**src/rtl/instruction_decode.sv**
```systemverilog
`default_nettype none
// ============================================================================
// instruction_decode : registered RV32I decoder, one-hot op groups + fields.
// Optional build macro DECODE_STRICT_EN enables reserved-field checking.
// Revision: 1.0
// ============================================================================
module instruction_decode (
   input  logic        clk,
   input  logic        rst,
   input  logic [31:0] instruction_code,
   input  logic        en,
   output logic [31:0] invalid_instruction,
   output logic [18:0] alu_op,
   output logic [8:0]  jmp_op,
   output logic [8:0]  mem_op,
   output logic        cust_op,
   output logic [5:0]  csr_op,
   output logic [7:0]  mechie_op,
   output logic [4:0]  rd,
   output logic [4:0]  rs1,
   output logic [4:0]  rs2,
   output logic [6:0]  imm_2531,
   output logic [19:0] imm_1231,
   output logic [11:0] imm_2032
);

   localparam logic [6:0] c_op_lui    = 7'h37;
   localparam logic [6:0] c_op_auipc  = 7'h17;
   localparam logic [6:0] c_op_jal    = 7'h6F;
   localparam logic [6:0] c_op_jalr   = 7'h67;
   localparam logic [6:0] c_op_branch = 7'h63;
   localparam logic [6:0] c_op_load   = 7'h03;
   localparam logic [6:0] c_op_store  = 7'h23;
   localparam logic [6:0] c_op_imm    = 7'h13;
   localparam logic [6:0] c_op_reg    = 7'h33;
   localparam logic [6:0] c_op_fence  = 7'h0F;
   localparam logic [6:0] c_op_system = 7'h73;
   localparam logic [6:0] c_op_cust0  = 7'h0B;
   localparam logic [6:0] c_op_cust1  = 7'h7F;

   logic [6:0]  w_opcode;
   logic [2:0]  w_funct3;
   logic        w_alt;
   logic [11:0] w_sys_imm;

   assign w_opcode  = instruction_code[6:0];
   assign w_funct3  = instruction_code[14:12];
   assign w_alt     = instruction_code[30];
   assign w_sys_imm = instruction_code[31:20];

   // Qualifiers for reserved fields; all pass when strict checking is off.
   logic w_f7_std_ok;
   logic w_f7_alt_ok;
   logic w_sys_ok;
   logic w_low_ok;

`ifdef DECODE_STRICT_EN
   logic [6:0] w_funct7;
   assign w_funct7    = instruction_code[31:25];
   assign w_f7_std_ok = (w_funct7 == 7'h00);
   assign w_f7_alt_ok = (w_funct7 == 7'h20);
   assign w_sys_ok    = (instruction_code[19:15] == 5'd0) && (instruction_code[11:7] == 5'd0);
   assign w_low_ok    = (w_opcode[1:0] == 2'b11);
`else
   assign w_f7_std_ok = 1'b1;
   assign w_f7_alt_ok = 1'b1;
   assign w_sys_ok    = 1'b1;
   assign w_low_ok    = 1'b1;
`endif

   logic [18:0] w_alu_op;
   logic [8:0]  w_jmp_op;
   logic [8:0]  w_mem_op;
   logic        w_cust_op;
   logic [5:0]  w_csr_op;
   logic [7:0]  w_mechie_op;
   logic        w_valid;

   always_comb begin
      w_alu_op    = '0;
      w_jmp_op    = '0;
      w_mem_op    = '0;
      w_cust_op   = 1'b0;
      w_csr_op    = '0;
      w_mechie_op = '0;
      if (w_low_ok) begin
         case (w_opcode)
            c_op_lui:   w_mem_op[8] = 1'b1;
            c_op_auipc: w_jmp_op[8] = 1'b1;
            c_op_jal:   w_jmp_op[0] = 1'b1;
            c_op_jalr:  w_jmp_op[1] = (w_funct3 == 3'b000);
            c_op_branch: begin
               case (w_funct3)
                  3'b000:  w_jmp_op[2] = 1'b1;
                  3'b001:  w_jmp_op[3] = 1'b1;
                  3'b100:  w_jmp_op[4] = 1'b1;
                  3'b101:  w_jmp_op[5] = 1'b1;
                  3'b110:  w_jmp_op[6] = 1'b1;
                  3'b111:  w_jmp_op[7] = 1'b1;
                  default: ;
               endcase
            end
            c_op_load: begin
               case (w_funct3)
                  3'b000:  w_mem_op[0] = 1'b1;
                  3'b001:  w_mem_op[1] = 1'b1;
                  3'b010:  w_mem_op[2] = 1'b1;
                  3'b100:  w_mem_op[3] = 1'b1;
                  3'b101:  w_mem_op[4] = 1'b1;
                  default: ;
               endcase
            end
            c_op_store: begin
               case (w_funct3)
                  3'b000:  w_mem_op[5] = 1'b1;
                  3'b001:  w_mem_op[6] = 1'b1;
                  3'b010:  w_mem_op[7] = 1'b1;
                  default: ;
               endcase
            end
            c_op_imm: begin
               case (w_funct3)
                  3'b000: w_alu_op[10] = 1'b1;
                  3'b010: w_alu_op[11] = 1'b1;
                  3'b011: w_alu_op[12] = 1'b1;
                  3'b100: w_alu_op[13] = 1'b1;
                  3'b110: w_alu_op[14] = 1'b1;
                  3'b111: w_alu_op[15] = 1'b1;
                  3'b001: w_alu_op[16] = w_f7_std_ok;
                  3'b101: begin
                     // Bit 30 splits arithmetic from logical right shift.
                     if (w_alt) w_alu_op[18] = w_f7_alt_ok;
                     else       w_alu_op[17] = w_f7_std_ok;
                  end
                  default: ;
               endcase
            end
            c_op_reg: begin
               case (w_funct3)
                  3'b000: begin
                     if (w_alt) w_alu_op[1] = w_f7_alt_ok;
                     else       w_alu_op[0] = w_f7_std_ok;
                  end
                  3'b001: w_alu_op[2] = w_f7_std_ok;
                  3'b010: w_alu_op[3] = w_f7_std_ok;
                  3'b011: w_alu_op[4] = w_f7_std_ok;
                  3'b100: w_alu_op[5] = w_f7_std_ok;
                  3'b101: begin
                     if (w_alt) w_alu_op[7] = w_f7_alt_ok;
                     else       w_alu_op[6] = w_f7_std_ok;
                  end
                  3'b110: w_alu_op[8] = w_f7_std_ok;
                  3'b111: w_alu_op[9] = w_f7_std_ok;
                  default: ;
               endcase
            end
            c_op_fence: begin
               case (w_funct3)
                  3'b000:  w_mechie_op[6] = 1'b1;
                  3'b001:  w_mechie_op[7] = 1'b1;
                  default: ;
               endcase
            end
            c_op_system: begin
               case (w_funct3)
                  3'b000: begin
                     if (w_sys_ok) begin
                        case (w_sys_imm)
                           12'h000: w_mechie_op[0] = 1'b1;
                           12'h001: w_mechie_op[1] = 1'b1;
                           12'h002: w_mechie_op[2] = 1'b1;
                           12'h102: w_mechie_op[3] = 1'b1;
                           12'h302: w_mechie_op[4] = 1'b1;
                           12'h105: w_mechie_op[5] = 1'b1;
                           default: ;
                        endcase
                     end
                  end
                  3'b001:  w_csr_op[0] = 1'b1;
                  3'b010:  w_csr_op[1] = 1'b1;
                  3'b011:  w_csr_op[2] = 1'b1;
                  3'b101:  w_csr_op[3] = 1'b1;
                  3'b110:  w_csr_op[4] = 1'b1;
                  3'b111:  w_csr_op[5] = 1'b1;
                  default: ;
               endcase
            end
            c_op_cust0, c_op_cust1: w_cust_op = 1'b1;
            default: ;
         endcase
      end
   end

   assign w_valid = (|w_alu_op) | (|w_jmp_op) | (|w_mem_op) | w_cust_op
                  | (|w_csr_op) | (|w_mechie_op);

   // Fields hold across en=0 so downstream can still read the last operands.
   always_ff @(posedge clk or posedge rst) begin
      if (rst) begin
         invalid_instruction <= '0;
         alu_op              <= '0;
         jmp_op              <= '0;
         mem_op              <= '0;
         cust_op             <= 1'b0;
         csr_op              <= '0;
         mechie_op           <= '0;
         rd                  <= '0;
         rs1                 <= '0;
         rs2                 <= '0;
         imm_2531            <= '0;
         imm_1231            <= '0;
         imm_2032            <= '0;
      end else if (en) begin
         invalid_instruction <= w_valid ? 32'd0 : instruction_code;
         alu_op              <= w_alu_op;
         jmp_op              <= w_jmp_op;
         mem_op              <= w_mem_op;
         cust_op             <= w_cust_op;
         csr_op              <= w_csr_op;
         mechie_op           <= w_mechie_op;
         rd                  <= instruction_code[11:7];
         rs1                 <= instruction_code[19:15];
         rs2                 <= instruction_code[24:20];
         imm_2531            <= instruction_code[31:25];
         imm_1231            <= instruction_code[31:12];
         imm_2032            <= instruction_code[31:20];
      end else begin
         invalid_instruction <= '0;
         alu_op              <= '0;
         jmp_op              <= '0;
         mem_op              <= '0;
         cust_op             <= 1'b0;
         csr_op              <= '0;
         mechie_op           <= '0;
      end
   end

endmodule
`default_nettype wire

```
**config.mk**
```make
export PLATFORM = sky130hd
export DESIGN_NAME = instruction_decode
export DESIGN_NICKNAME = d
export VERILOG_FILES = /design/src/rtl/instruction_decode.sv
export SDC_FILE = /design/constraint.sdc
export NUM_CORES = 1
export LEC_CHECK = 0
export CORE_ASPECT_RATIO = 0.8
export CORE_MARGIN = 2
export CORE_UTILIZATION = 40
export CTS_BUF_LIST = sky130_fd_sc_hd__clkbuf_16
export DETAILED_ROUTE_END_ITERATION = 8
export DONT_BUFFER_PORTS = 1
export GPL_TIMING_DRIVEN = 0
export MAX_ROUTING_LAYER = met4
export PLACE_DENSITY = 0.59
export RECOVER_POWER = 25
export SYNTH_ARGS = -nofsm -noshare
export SYNTH_HDL_FRONTEND = slang
export SYNTH_SLANG_ARGS = --single-unit
```
**constraint.sdc**
```tcl
create_clock -name clk -period 7.7 [get_ports clk]
set_input_delay 1.54 -clock clk [delete_from_list [all_inputs] [get_ports clk]]
set_output_delay 1.54 -clock clk [all_outputs]
set_load 0.01 [all_outputs]
```
-- Word-level counts from Yosys, hierarchy flattened
Index checks and enable logic that the tools add are counted.
- logic and storage cells: 91
- output and inout port bits: 138
- flip-flop bits (word level): 138
- input port bits: 35
- reduce and logical (&&, ||, !) cells: 8
- equal/unequal tests: 25
- multiplexer cells: 40
- bitwise operators: 5
- operator list (kind ; number):
    two-way mux 32 bit ; 2
    == test 7 bit (second input constant) ; 5
    two-way mux 6 bit ; 5
    two-way mux 9 bit ; 3
    == test 12 x 9 -> 1 bit (second input constant) ; 2
    two-way mux 1 bit ; 22
    == test 7 x 6 -> 1 bit (second input constant) ; 3
    two-way mux 19 bit ; 1
    OR reduction 19 bit ; 1
    OR reduction 9 bit ; 2
    == test 7 x 4 -> 1 bit (second input constant) ; 2
    == test 7 x 5 -> 1 bit (second input constant) ; 2
    == test 12 x 1 -> 1 bit (second input constant) ; 1
    == test 12 x 10 -> 1 bit (second input constant) ; 1
    == test 12 x 2 -> 1 bit (second input constant) ; 1
    == test 3 bit (second input constant) ; 4
    logical NOT 12 bit ; 1
    two-way mux 10 bit ; 1
    two-way mux 8 bit ; 1
    OR reduction 8 bit ; 1
    == test 7 x 2 -> 1 bit (second input constant) ; 1
    == test 3 x 2 -> 1 bit (second input constant) ; 2
    two-way mux 2 bit ; 3
    OR reduction 6 bit ; 1
    other kinds (6) ; 10

-- Logic depth before layout (Yosys ltp)
Gate-level depths: netlist of run 1.
- depth in word-level cells: 11
- mapped depth: 8
- mapped depth without buffers: 5

-- Worst setup path before layout of run 1
No wires, ideal clock.
- path type: input to register
- start point: input instruction_code[14]
- end point: register invalid_instruction[21]
- required time: 7.580 ns
- stages on the path: 7
- setup time: 0.120 ns
- setup slack: 4.752 ns
- arrival: 2.828 ns
- buffers on the path: 2
- path through: or3_1 nor2_1 nand2_1 o211ai_2 buf_4 buf_6 nor3_2
- longest elaborated chain between the ends: 11
- elaborated cells between the ends (all ways): 40
- those cells by class: 7 x eq/ne; 22 x mux; 5 x bitwise; 6 x reduce/logical
- RTL lines (item ; RTL line ; text):
    start: declaration ; 10 ; input logic [31:0] instruction_code,
    == test 3 x 1 -> 1 bit (tied with other cells) ; n/a ;
    two-way mux 1 bit (tied with other cells) ; n/a ;
    two-way mux 10 bit (tied with other cells) ; 87 ; case (w_opcode)
    OR reduction 19 bit / OR reduction 9 bit (equally long branches) ; 194 ; assign w_valid = (|w_alu_op) | (|w_jmp_op) | (|w_mem_op) | w_cust_op
    OR 1 bit (3 in series) ; 194 ;
    OR 1 bit ; 195 ; | (|w_csr_op) | (|w_mechie_op);
    OR 1 bit (*) ; 195 ;
    two-way mux 32 bit (*) ; 214 ; invalid_instruction <= w_valid ? 32'd0 : instruction_code;
    two-way mux 32 bit (*) ; 213 ; end else if (en) begin
    end signal: assignment ; 214 ;
    end: declaration ; 12 ; output logic [31:0] invalid_instruction,
Every way passes the cells marked *; elsewhere a longest branch is shown, timed or not.
A chain may end at the register's enable or synchronous reset.

-- Final worst setup path of run 1
Same ends and word-level chain as after synthesis.

==> results.cfg, run 1 <==
[finish]
n_antenna_cell = 0
final_area_sq_mm = 0.00496
syn2layout_area_growth_pct = 10.7
utilization_pct = 45.6
regArea_sq_mm = 0.00273
fill_cells = 1065
multi_input_area_sq_mm = 0.00136
final_cell_count_no_fill = 556
drive_gt1_share_pct = 24.0
layout.nets = 442

[route]
drc = 0
drt_iter0_markers = 152
ant_nets = 0
routed_via_density = 5.32
wirelength_mm = 11.3
post_drt_wl_per_cell_microns = 20.4
first_pass_iters = 4
num_vias = 2959

[setup_path]
crit-reg2reg-launch = imm_2531[6]
crit_required_ns = 7.93
crit_path_cell_trace = or3_1, nor2_1, nand2_1, o211ai_2, buf_4, buf_6, nor3_2
cpMaxStageDelayCell = or3_1
crit_path_max_fanout = 10
worst-setup-path-type = in -> reg
slowest_delay_ns = 0.51
cp_top_family = simple AND/OR/NAND/NOR gates
arrival_ns = 3.15
worst-path-buf-inv = 2
crit_path_end_kind = flip-flop
cp-start-kind = input pin
crit_start = instruction_code[14]

[pwr]
seqPwrFrac_pct = 54.1
internal_power_uw = 858
combPwrFrac_pct = 8.8
leakagePower_uw = 0.00234
netSwitchingFraction_pct = 25.7
cellPowerDensity_mw_per_mm2 = 233
clkPwrFrac_pct = 37.1
ir_drop_uv = 121
power_switching_uw = 297

[logic_synthesis]
netlist_top_cells_area = dfrtp_1, buf_4, nor3_2, nor2_1, nand3_1
yosysWarnings = 0
ys_ff_latch = 109
synth_edf_count = 0
synth_common_cells = dfrtp_1, nor2_1, buf_4, nand3_1, nand2_1
synth-async-reset-ratio_pct = 100
yosysSeqAreaShare_pct = 60.9
synthCells = 395
syn_avg_cell_area_sq_um = 11.3
syn_area_sq_mm = 0.00448
synth_fp_nets = 430
synthFlopType = dfrtp_1
synth_top_area_share_pct = 60.9
yosysUniqueCellTypes = 51
synth.most_common_cell = dfrtp_1
yosysTopAreaCell = dfrtp_1

[timing]
hold_violations = 0
tns_ns = 0
max_slew_margin_pct = -46.0
clock.fmax_mhz = 343
slew_violations = 49
fin_crit_sh_pct = 37.9
rsz0062_at_grt = no
finalSetupViolCount = 0
final.min_clock_period_ns = 2.92
finClkSkew_ns = 0
worstMarginPinSlew_ns = 2.18

[placement]
place.gp.congestion = 0.890
dpl_cell_area_sq_mm = 0.00469
dp_cells = 540
port_buffers = 0
dpl.hpwl_mm = 8.32

[global_route]
grt_pass1_wl_mm = 17.3
antenna_found_initial = 0
grt_remaining_overflow = 0
grtUsageTotal_pct = 19.6
grt_pass1_vias = 3001
grt_start_max_net_pins = 62

[floorplan]
boundaryPins = 173
start_util_pct = 41.2
core.rowCount = 34
die_w_microns = 122
dieArea_sq_mm = 0.0121
core_area_sq_mm = 0.0109
die_h_microns = 98.7

[clocking]
cts_tree = yes
clkTransAtPathRegs_ns = 0.07
cts_buffers = 9
root_buffer = clkbuf_16
cts.sinks = 109
htreeDepth = 3
cts.path.max_buffers = 2
cts_hold_buf = 0
cts_setup_buffers = 0
cts_resized = 0
clock_latency_ns = 0.34

[min_path]
hp-start = rd[1]
hp-class = reg -> reg

[run_status]
violations = capacitance limit, slew limit
status = complete, but fails checks

[flow_run]
maxCapViolations = 1
-- cell usage in the layout (no fill, tap or decap), types with 3 or more instances in the layout --
master and count:
nor2_1 48, nor3_2 20, nor4_1 5, clkbuf_1 8, clkbuf_16 9, dfrtp_1 109, buf_6 4, nor2b_1 4
mux2_2 11, inv_1 14, buf_2 4, nand3_1 27, nand2_1 26, buf_4 32, nor3_1 20, o21ai_0 14
or2_1 3
-- cell type report --
class | instances | area share, %
plain buffers | 50 | 6.91
clock buffers | 9 | 4.54
clock inverters | 7 | 0.958
inverters | 15 | 1.16
multi-input cells | 221 | 27.3
flip-flops and latches | 109 | 55.0
well taps | 144 | 3.63
repair buffers | 1 | 0.555
-- power groups by stage --
stage                     combinational, uW  clock [uW]  sequential [uW]
after floorplan                        83.2           0              629
after CTS                               104         440              625
after global placement                 99.2           0              636
final                                   102         428              624
after global routing                    113         460              628
after detailed placement                103           0              637
-- per-stage QoR --
| step | worst slack (ns) | total power (uW) | hold slack [ns] |
|---|---|---|---|
| finish | 4.78 | 1150 | 0.581 |
| global route | 4.58 | 1200 | 0.612 |
| CTS | 4.80 | 1170 | 0.582 |
| detailed placement | 4.45 | 740 | 0.571 |
| global placement | 2.32 | 735 | 0.569 |
| floorplan | 3.29 | 712 | 0.549 |
-- registers in the layout (all words and copies together) (netlist names) --
name,count
imm_2531,7
rd,5
mechie_op,8
mem_op,9
alu_op,19
jmp_op,9
cust_op,1
imm_1231,5
rs2,4
invalid_instruction,32
rs1,4
csr_op,6
-- per-layer routing --
metal  part of all wire [%]  routed length, microns  global-route usage, %  vias up
met5                      0                       0                      -        -
met4                    1.1                     125                   4.95        0
met3                    8.0                     905                   5.61       10
met2                     46                    5200                   28.9      137
met1                     45                    5100                   26.7     1472
li1                       -                       -                      -     1340
-- worst paths after layout --
| kind | end | slack, ns | cells past startpoint |
|---|---|---|---|
| min in group asynchronous | csr_op[5] | 1.66 | 1 |
| max | invalid_instruction[21] | 4.78 | 7 |
| min reg2reg | rd[1] | 0.58 | 2 |
| min | rd[1] | 0.58 | 2 |
| max in group asynchronous | invalid_instruction[6] | 5.01 | 2 |
| max reg2reg | imm_2531[6] | 6.81 | 1 |
-- cells by family (layout without fill, tap and decap cells) --
group | after synthesis | in the layout | share of synthesized area, %
and+or+nand+nor | 178 | 178 | 22.3
DFF | 109 | 109 | 60.9
buffers and inverters | 65 | 82 | 8.91
AOI/OAI and AO/OA | 30 | 30 | 4.75
muxes | 11 | 11 | 2.76
xor gates and xnor gates | 2 | 2 | 0.391
(Power assumes the default switching activity.)
==> run 2, diff against run 1 <==
Settings changed: ABC_AREA set to 1, PLACE_DENSITY 0.59 to 0.61.
Clock period 7.7 ns to 2.5 ns, I/O delays scaled along.
==> run 2 against run 1 <==
The flow now finishes without violations. Critical path depth shrank 5. Register-to-register slack got worse by 5.0 ns. Cell count up 9.9%. Combinational power increased to 2.8 times the previous value. Clock power rose to 2.9 times the previous value. Critical endpoint is now invalid_instruction[28]. Largest cell class unchanged. Highest routed layer unchanged.
==> results.cfg, run 2 <==
[pwr]
cellPowerDensity_mw_per_mm2 = 725
leakagePower_uw = 0.00246
total_power_uw = 3450
ir_drop_uv = 335

[global_route]
grt_remaining_overflow = 0
grt_pass1_wl_mm = 16.4
grt_start_max_net_pins = 45
grt_pass1_vias = 2917
antenna_found_initial = 0
grtUsageTotal_pct = 19.3

[logic_synthesis]
yosysUniqueCellTypes = 21
synth_fp_nets = 489
netlist_top_cells_area = dfrtp_1, nand2_1, nor2_1, buf_4, nor2_2
syn_area_sq_mm = 0.00431
synthCells = 454
synthFlopType = dfrtp_1
synth.most_common_cell = nand2_1
syn_avg_cell_area_sq_um = 9.50
yosysSeqAreaShare_pct = 63.2
synth_edf_count = 0
yosysTopAreaCell = dfrtp_1
synth_common_cells = nand2_1, dfrtp_1, nor2_1, buf_4, inv_1
synth-async-reset-ratio_pct = 100
ys_ff_latch = 109
yosysWarnings = 0
synth_top_area_share_pct = 63.2

[setup_path]
crit_path_cell_trace = clkinvlp_2, clkbuf_2
crit_path_max_fanout = 44
cp_top_family = buffers and inverters
crit-reg2reg-launch = rs2[3]
slowest_delay_ns = 0.94
arrival_ns = 2.04
worst-setup-path-type = in -> async
cpMaxStageDelayCell = clkbuf_2
cp-start-kind = input pin
reg2reg_slack_ns = 1.77
crit_path_end_kind = asynchronous set/reset pin
crit_required_ns = 2.80
rr_endpoint = rs2[3]
reg2regPathDepth = 2
worst-path-buf-inv = 2

[clocking]
cts_resized = 0
clock_latency_ns = 0.34
cts.sinks = 109
root_buffer = clkbuf_16
cts_buffers = 9
cts_hold_buf = 0
cts.path.max_buffers = 2
htreeDepth = 3
clkTransAtPathRegs_ns = 0.07
cts_setup_buffers = 0
cts_tree = yes

[route]
first_pass_iters = 5
post_drt_wl_per_cell_microns = 17.2
num_vias = 2976
drt_iter0_markers = 216
routed_via_density = 4.87
wirelength_mm = 10.5
drc = 0
ant_nets = 0

[timing]
finalSetupViolCount = 0
whs_ns = 0.200
final.min_clock_period_ns = 1.75
rsz0062_at_grt = no
max_slew_margin_pct = 26.9
worstMarginPinSlew_ns = 1.10
slew_violations = 0
fin_crit_sh_pct = 69.8
hold_violations = 0
finClkSkew_ns = 0
setup_ws_ns = 0.755
tns_ns = 0
clock.fmax_mhz = 573

[finish]
syn2layout_area_growth_pct = 10.3
layout.nets = 502
utilization_pct = 45.9
layout_commonest_cell = nand2_1
regArea_sq_mm = 0.00273
multi_input_area_sq_mm = 0.00119
largest-register = invalid_instruction
final_cell_mix = nand2_1, dfrtp_1, nor2_1
largest_reg_flops = 32
n_antenna_cell = 0
drive_gt1_share_pct = 17.4
top_regs = invalid_instruction: 32 flops, alu_op: 19 flops
fill_cells = 1006

[placement]
port_buffers = 0
pre_cts_slack_ns = 0.458
place.gp.congestion = 0.896
dpl.hpwl_mm = 7.97

[flow_run]
maxCapViolations = 0

[floorplan]
start_util_pct = 41.6
die_w_microns = 120
boundaryPins = 173
dieArea_sq_mm = 0.0116
die_h_microns = 96.9
core.rowCount = 33
core_area_sq_mm = 0.0104

[min_path]
hp-class = in -> async

[run_status]
status = finished, final reports clean
## run 2: cell count changes after synthesis, moves of 12 or more
cell / delta
nor3_2: -20
nand2_1: +99
nor2_2: +20
nand3_1: -14
nor2_1: +35
o21ai_0: -12
## run 2: cells by family (layout without fill, tap and decap cells)
group / count (synthesis) / after routing / share of synthesized area [%]
AND/OR/NAND/NOR: 270 / 270 / 26.9
AO/OA/AOI/OAI: 6 / 6 / 0.696
buffers and inverters: 69 / 86 / 9.14
flip-flops: 109 / 109 / 63.2
## run 2: metrics by stage
step                      std cells  instance area [sq um]
after global routing            611                   4760
after global placement          594                   4490
after floorplan                 454                   4320
final                           611                   4760
after detailed placement        596                   4530
after CTS                       611                   4790
## run 2: layer usage
metal / share of wire, % / GRT usage (%) / vias to the layer above
met5: 0 / - / -
li1: - / - / 1382
met2: 50 / 31.2 / 133
met4: 1.1 / 5.34 / 0
met1: 42 / 23.7 / 1450
met3: 6.9 / 5.42 / 11
## run 2: worst max path at each step
stage	startpoint	end	slack, ns	cells after the start
floorplan	rst	alu_op[0]	0.68	1
global placement	rst	alu_op[15]	0.19	1
detailed placement	instruction_code[2]	invalid_instruction[18]	0.46	11
CTS	instruction_code[2]	invalid_instruction[18]	0.81	11
global route	rst	mechie_op[1]	0.39	2
finish	rst	invalid_instruction[28]	0.75	2
## run 2: where the power goes
group	switching (uW)	total, uW	internal (uW)
logic	187	289	102
registers	85.6	1920	1830
clock network	588	1250	659
## run 2: layout make-up
cell class / count / share of cell area (%)
sequential: 109 / 57.3
multi-input combinational: 276 / 25.1
timing repair buffer: 2 / 0.210
clock inverter: 6 / 0.684
buffer: 40 / 6.00
inverter: 29 / 2.31
tap: 140 / 3.68
clock buffer: 9 / 4.73
==> run 3, diff against run 2 <==
Settings changed: ABC_AREA 1 to 0, PLACE_DENSITY 0.61 to 0.59.
Clock period 2.5 ns to 1.7 ns, I/O delays scaled along.
==> run 3 against run 2 <==
First-iteration DRC count is 13% lower. Non-clock buffer count increased by 12. Clock power is 70% higher. Power is 57% higher. Worst setup slack got worse by 0.75 ns. Die area up 3.7%. Clock skew did not move. Critical path depth increased by 5. Global-route usage up 0.53 points. Core utilization grew 0.32 points. Sequential cell count unchanged. Routed wire length increased by 7.5%.
==> results.cfg, run 3 (same netlist as run 1, synthesis figures left out) <==
[setup_path]
crit_path_end_kind = flip-flop
worst-setup-path-type = in -> reg
worst-path-buf-inv = 2
cp_top_family = simple AND/OR/NAND/NOR gates
arrival_ns = 1.93
crit_path_max_fanout = 10
crit_required_ns = 1.94
crit_path_cell_trace = nor4_1, and4bb_2, nand2_1, o211ai_2, buf_4, buf_6, nor3_2
slowest_delay_ns = 0.45
cp.depth = 7
cpMaxStageDelayCell = nor4_1
cp-start-kind = input pin
reg2regPathDepth = 1

[route]
drt_iter0_markers = 189
wl_met2_mm = 5.17
drc = 0
met1_length_mm = 5.04
wirelength_mm = 11.3
routed_via_density = 5.35
top_layer = met4
ant_nets = 0
dr_wl_met3_microns = 951
num_vias = 2989
post_drt_wl_per_cell_microns = 20.2
first_pass_iters = 4

[floorplan]
core_area_sq_mm = 0.0109
die_h_microns = 98.7
core.rowCount = 34
start_util_pct = 41.2
boundaryPins = 173
dieArea_sq_mm = 0.0121
die_w_microns = 122

[placement]
place.gp.congestion = 0.910
dpl.hpwl_mm = 8.29
port_buffers = 0

[timing]
fin_crit_sh_pct = 99.5
hold_violations = 0
max_slew_margin_pct = 24.0
finClkSkew_ns = 0
worstMarginPinSlew_ns = 1.13
rsz0062_at_grt = no
slew_violations = 0
whs_ns = 0.0466
finalSetupViolCount = 0
final.min_clock_period_ns = 1.69
clock.fmax_mhz = 591

[finish]
utilization_pct = 46.2
layout.nets = 445
layout_commonest_cell = dfrtp_1
n_antenna_cell = 0
drive_gt1_share_pct = 25.3
largest-register = invalid_instruction
syn2layout_area_growth_pct = 12.3
largest_reg_flops = 32
top_regs = invalid_instruction: 32 flops, alu_op: 19 flops
final_cell_mix = dfrtp_1, nor2_1, buf_4

[pwr]
cellPowerDensity_mw_per_mm2 = 1080
ir_drop_uv = 566
netSwitchingFraction_pct = 25.2
leakagePower_uw = 0.00237
internal_power_uw = 4060
clkPwrFrac_pct = 39.3
seqPwrFrac_pct = 52.1
combPwrFrac_pct = 8.6
power_switching_uw = 1370
total_power_uw = 5420

[clocking]
root_buffer = clkbuf_16
clock_latency_ns = 0.34
cts_tree = yes
cts.sinks = 109
cts.path.max_buffers = 2
clkTransAtPathRegs_ns = 0.07
cts_buffers = 9
htreeDepth = 3

[min_path]
hp-class = in -> reg
min_path_cells = 1

[global_route]
antenna_found_initial = 0
grt_start_max_net_pins = 44
grtUsageTotal_pct = 19.8
grt_pass1_wl_mm = 17.3
grt_remaining_overflow = 0
grt_pass1_vias = 3001

[run_status]
status = finished, final reports clean

[flow_run]
maxCapViolations = 0
[run 3: cell types whose count changed in the layout (fill, tap and decap cells not counted), moves of 4 or more]
cell,before,now
mux2_2,0,11
nor2_1,83,47
nor3_2,0,20
nand3_1,13,27
inv_1,23,14
nand2_1,125,26
inv_2,4,0
nor2_2,20,0
nor3_1,11,20
o21ai_0,2,14
buf_2,0,4
a21oi_1,4,0
[run 3: stage by stage]
step / area, sq um / TNS, ns / setup WS, ns / cells
floorplan: 4490 / 0 / 0.00514 / 395
global placement: 4670 / -62.31 / -0.462 / 539
detailed placement: 4710 / -13.65 / -0.396 / 541
CTS: 5030 / 0 / 0.0389 / 558
global route: 5030 / 0 / 0.0315 / 559
finish: 5030 / 0 / 0.00799 / 559
[run 3: layout make-up]
type	instances	area, sq um
Sequential cell	109	2730
Fill cell	1044	5860
Clock buffer	9	225
Buffer	50	344
Multi-Input combinational cell	221	1360
Clock inverter	7	81.3
Tap cell	144	180
Timing Repair Buffer	4	57.6
Inverter	15	57.6
[run 3: worst paths after layout]
kind                                       from                 endpoint  slack, ns
setup / recovery           instruction_code[24]  invalid_instruction[22]      0.008
hold / removal             instruction_code[20]             mechie_op[0]       0.05
setup reg to reg                    imm_2531[6]              imm_2531[6]       0.84
hold reg to reg                           rd[0]                    rd[0]       0.58
max in group asynchronous                   rst                jmp_op[3]       0.30
min in group asynchronous                   rst               alu_op[15]       0.67
[run 3: repair_timing]
item                       4_1_cts  5_1_grt
setup buffers                    0        1
pin swaps                        0        1
hold buffers                     1        0
hold endpoints to repair        23        0
resized for setup                1        2
setup endpoints to repair        1       21
[run 3: layer usage]
metal  track usage, %  vias up
met3             6.42       16
met5                -        -
li1                 -     1347
met2             29.1      142
met4             5.66        0
met1             26.2     1484
[run 3: power groups by stage]
| stage | Combinational (uW) | Sequential (uW) | Clock, uW |
|---|---|---|---|
| 5_1_grt | 520 | 2840 | 2290 |
| 3_5_place_dp | 469 | 2880 | 0 |
| 6_report | 466 | 2830 | 2130 |
| 4_1_cts | 472 | 2830 | 2200 |
| 2_1_floorplan | 378 | 2850 | 0 |
| 3_3_place_gp | 451 | 2880 | 0 |
